`config.mk`:
```
export PLATFORM = sky130hd
export DESIGN_NAME = serial_mag_cmp
export DESIGN_NICKNAME = d
export VERILOG_FILES = /design/src/rtl/serial_mag_cmp.sv
export SDC_FILE = /design/constraint.sdc
export NUM_CORES = 1
export LEC_CHECK = 0
export CELL_PAD_IN_SITES_DETAIL_PLACEMENT = 1
export CELL_PAD_IN_SITES_GLOBAL_PLACEMENT = 2
export CORE_MARGIN = 2
export CORE_UTILIZATION = 31
export CTS_BUF_LIST = sky130_fd_sc_hd__clkbuf_16
export CTS_CLUSTER_SIZE = 25
export DETAILED_ROUTE_END_ITERATION = 16
export GPL_TIMING_DRIVEN = 0
export PLACE_DENSITY = 0.74
export SYNTH_ARGS = -nofsm -noshare
export SYNTH_HDL_FRONTEND = slang
export SYNTH_SLANG_ARGS = --single-unit
```
`constraint.sdc`:
```
create_clock -name clk -period 1.9 [get_ports clk]
set_input_delay 0.475 -clock clk [delete_from_list [all_inputs] [get_ports clk]]
set_output_delay 0.475 -clock clk [all_outputs]
set_load 0.05 [all_outputs]
```
`src/rtl/serial_mag_cmp.sv`:
```
// Bit-serial MSB-first magnitude comparator: loads A/B on start, reports eq/gt/lt with a one-cycle done pulse.
// Optional macro SERIAL_MAG_CMP_SIGNED_EN selects two's-complement comparison.
module serial_mag_cmp #(
    parameter int WIDTH = 8
) (
    input  logic             clk,
    input  logic             rst,
    input  logic             start,
    input  logic [WIDTH-1:0] a,
    input  logic [WIDTH-1:0] b,
    output logic             busy,
    output logic             done,
    output logic             eq,
    output logic             gt,
    output logic             lt
);

    localparam int CW = $clog2(WIDTH + 1);

    typedef enum logic [1:0] {
        IDLE,
        RUN,
        DONE
    } state_t;

    state_t           state, state_n;
    logic [WIDTH-1:0] sa, sb, sa_n, sb_n;
    logic [CW-1:0]    cnt, cnt_n;
    logic             e, g, e_n, g_n;
    logic             eq_n, gt_n, lt_n;
    logic             x, y, diff, g_upd;

    assign x    = sa[WIDTH-1];
    assign y    = sb[WIDTH-1];
    assign diff = x ^ y;

    assign busy = (state == RUN);
    assign done = (state == DONE);

`ifdef SERIAL_MAG_CMP_SIGNED_EN
    // A sign-bit mismatch inverts the verdict: the operand with a 0 sign bit is larger.
    always_comb begin
        g_upd = g;
        if (diff) begin
            if (cnt == CW'(WIDTH))
                g_upd = ~x;
            else
                g_upd = x;
        end
    end
`else
    always_comb begin
        g_upd = g;
        if (diff)
            g_upd = x;
    end
`endif

    always_ff @(posedge clk or posedge rst) begin
        if (rst) begin
            state <= IDLE;
            sa    <= '0;
            sb    <= '0;
            cnt   <= '0;
            e     <= 1'b1;
            g     <= 1'b0;
            eq    <= 1'b0;
            gt    <= 1'b0;
            lt    <= 1'b0;
        end else begin
            state <= state_n;
            sa    <= sa_n;
            sb    <= sb_n;
            cnt   <= cnt_n;
            e     <= e_n;
            g     <= g_n;
            eq    <= eq_n;
            gt    <= gt_n;
            lt    <= lt_n;
        end
    end

    // Results only move on the edge that enters DONE; otherwise they hold.
    always_comb begin
        state_n = state;
        sa_n    = sa;
        sb_n    = sb;
        cnt_n   = cnt;
        e_n     = e;
        g_n     = g;
        eq_n    = eq;
        gt_n    = gt;
        lt_n    = lt;

        unique case (state)
            IDLE, DONE: begin
                state_n = IDLE;
                if (start) begin
                    sa_n    = a;
                    sb_n    = b;
                    cnt_n   = CW'(WIDTH);
                    e_n     = 1'b1;
                    g_n     = 1'b0;
                    state_n = RUN;
                end
            end
            RUN: begin
                e_n   = e & ~diff;
                g_n   = g_upd;
                sa_n  = sa << 1;
                sb_n  = sb << 1;
                cnt_n = cnt - CW'(1);
                if (diff || (cnt == CW'(1))) begin
                    eq_n    = ~diff;
                    gt_n    = diff & g_upd;
                    lt_n    = diff & ~g_upd;
                    state_n = DONE;
                end
            end
            default: state_n = IDLE;
        endcase
    end

endmodule

```
==> results.md <==
- Outcome: completed
- Syn Inst Count: 106
- Buf/Inv on CP: 4
- Die height: 64.5 um
- Post-CTS Setup Repair Bufs: 0
- GRT overflow: 0
- Initial antenna violation count: 0
- HPWL Detailed: 1920 um
- Syn Area/Cell: 10.7 um^2
- Total GRT Usage: between 10 and 15%
- WP data arrival: approximately 1.4 ns
- CP endpoint kind: output port
- Routed wire length: 2680 um
- Row count: 21
- Die Wd: 64.5 um
- Final period util: 96.4%
- Yosys top cell area share: 55.1%
- CTS tree: yes
- PD cells: 1700 nW/um^2
- H-tree levels: 1
- Vias after detailed routing: 908
- Clk pin slew, worst setup/hold paths: about 0.060 ns
- Hold_buf cts: 0
- Die area: 4160 um^2
- Critical path fanouts, max: 10
- Critical path's largest stage delay: approximately 0.39 ns
- Ys async rst share: 100%
- Starting density of the core: about a third
- Pre-antenna DRT Iters: 4
- CP dominant cell by count: buf_8
- Startpoint Class: flop
- Maximum clock frequency: 546 MHz
- GP Congestion: roughly 0.7
- Clock Latency Late Sink: 0.26 ns
- DR WL/cell: between 10 and 15 um
- Worst-Margin Slew: 0.995 ns
- Fin nets: 157
- Slew headroom: 33.6%
- Static Leak: 0.717 nW
- Layout area overhead: 33.8%
- Register area share after synthesis: a little under three fifths
- Resize count post-CTS: 12
- Synthesis Warnings: 0
- Period minus WS final: 1.83 ns
- Layout cell share with drive strength beyond 1: 9.77%
- Number of synthesized flops with an enable pin: 0
- Vias per cell: 5.07
- CP delay by family, top: buffers and inverters
- Critical path data required time: approximately 1.4 ns
- Synth top area cells: dfrtp_1 55%, a22oi_1 7.9%, nand3_1 6.6%
- Biggest area consumer among synthesized cells: dfrtp_1
- CTS Buffer Depth: 2
- Total Power: 2.58 mW
- CTS buffer count: 3
- Post-Route Skew: 0.00123 ns
- Max cap viols: 0
- Synth cell types: 25
- RSZ-0062 raised after global routing: false
- Area of the mapped netlist: 1140 um^2
- I/O Pins: 24
- Most common cell in the netlist: dfrtp_1
- First-pass GRT wire length: 4620 um
- Prevailing post-synth register cell: dfrtp_1
- Synth cell count leaders: 25 x dfrtp_1, 15 x nand3_1, 13 x nand2_1
- WHS: 0.497 ns
- Largest net degree at the start of global routing: 26
- DRC: 0
- Core Region: 3420 um^2
- Final ANT Viol Nets: 0
- # setup viols final: 0
- IO buf count: 23
- Post-synthesis register bit count: 25
- Final Hold Viols: 0
- Clock sink total: 25
- Diode count: 0
- Worst Hold Class: flop to flop
- Final Max Slew Viols: 0
- Net count after synthesis: about 130
- CP Cell Sequence: nand2b_1 -> buf_4 -> inv_2 -> buf_8 -> buf_8
- Crit-path slowest cell: dfrtp_1
- Vias in the first global route: 978
- Root Buffer Master: clkbuf_16
- Peak VDD IR: 601 uV
- Initial drt markers: 44
- Setup Crit Path Kind: flop to output port
[state kept, by name, indices dropped and copies added, names as in the netlist]
register,flops
sa,8
sb,8
cnt,4
state,2
eq,1
gt,1
lt,1
[worst reg2reg max path, delay by kind of cell, from the launching register on]
family          cells  cell delay, ns
fa+ha+maj           1            0.13
mux                 1            0.31
compound gates      1            0.21
buf+inv             1            0.09
simple gates        1            0.40
flops               1            0.40
[cells in the final DEF, fill, tap and decap left out]
master	Yosys	final
buf_4	1	2
o21ai_0	2	2
nand2b_1	2	2
nand3b_1	1	1
nor2b_1	2	2
dfrtp_1	25	25
buf_8	0	2
mux2_4	2	2
clkinv_2	0	1
clkbuf_1	4	4
a31oi_1	1	1
a221o_1	2	2
or3b_4	1	1
a21oi_4	1	1
clkdlybuf4s50_1	0	18
inv_1	5	5
o22a_1	1	1
inv_2	1	1
a22o_1	2	2
a211oi_1	1	1
nand3_1	15	15
ha_1	4	4
dlymetal6s2s_1	0	1
clkbuf_16	0	3
o2bb2ai_1	1	1
nor2_1	2	2
a22oi_1	12	12
dlygate4sd2_1	0	3
nand2_1	13	13
nor3_1	3	3
[layout make-up]
type                       instances  area, um^2
multi-input combinational         68         455
buffer                             7        45.0
sequential                        25         626
tap                               46        57.6
clock inverter                     1        5.00
inverter                           6        22.5
timing repair buffer              23         234
clock buffer                       3        75.1
fill                             388        1900
[power by group]
part | internal, mW | leakage [nW] | switching (mW)
Combinational | 0.486 | 0.365 | 0.687
Sequential | 0.783 | 0.311 | 0.156
Clock | 0.284 | 0.0409 | 0.184
Total | 1.55 | 0.717 | 1.03
[stage by stage]
step                cells  instance area [um^2]  worst slack, ns  TNS [ns]  util, %
global route          179                  1520          0.00337         0     44.5
global placement      175                  1420           -0.430    -0.994     41.7
detailed placement    175                  1420           -0.425     -1.08     41.7
floorplan             106                  1140            0.328         0        -
finish                179                  1520           0.0689         0     44.5
CTS                   179                  1510          0.00697         0     44.1
[logic make-up after synthesis]
kind of cell             Yosys count  share of synthesized area (%)
AO/OA/AOI/OAI                     23                           16.3
buffers and inverters             13                           4.85
flip-flops                        25                           55.1
adder cells (fa/ha/maj)            4                           4.41
multiplexers                       2                           2.64
AND/OR/NAND/NOR                   39                           16.7
[metal layers]
| layer | global-route usage [%] | vias up | share of wire [%] |
|---|---|---|---|
| met1 | 17.1 | 455 | 44 |
| met3 | 3.47 | 4 | 4.1 |
| met5 | 0 | - | 0 |
| met4 | 4.79 | 0 | 1.3 |
| met2 | 27.0 | 19 | 51 |
| li1 | - | 430 | - |
[path summary, 6_finish.rpt]
kind / start / to / slack (ns) / cells past startpoint
worst max register to register: cnt[1]$_DFFE_PP0P_ / gt$_DFFE_PP0P_ / 0.24 / 5
min in group asynchronous: rst / sb[7]$_DFFE_PP0P_ / 0.76 / 2
worst min-delay path: sb[4]$_DFFE_PP0P_ / sb[5]$_DFFE_PP0P_ / 0.50 / 2
max in group asynchronous: rst / cnt[0]$_DFFE_PP0P_ / 0.54 / 2
worst max-delay path: state[1]$_DFFE_PP0P_ / busy / 0.07 / 5
worst min register to register: sb[4]$_DFFE_PP0P_ / sb[5]$_DFFE_PP0P_ / 0.50 / 2
Note: power is estimated with default switching activity, not from simulation.
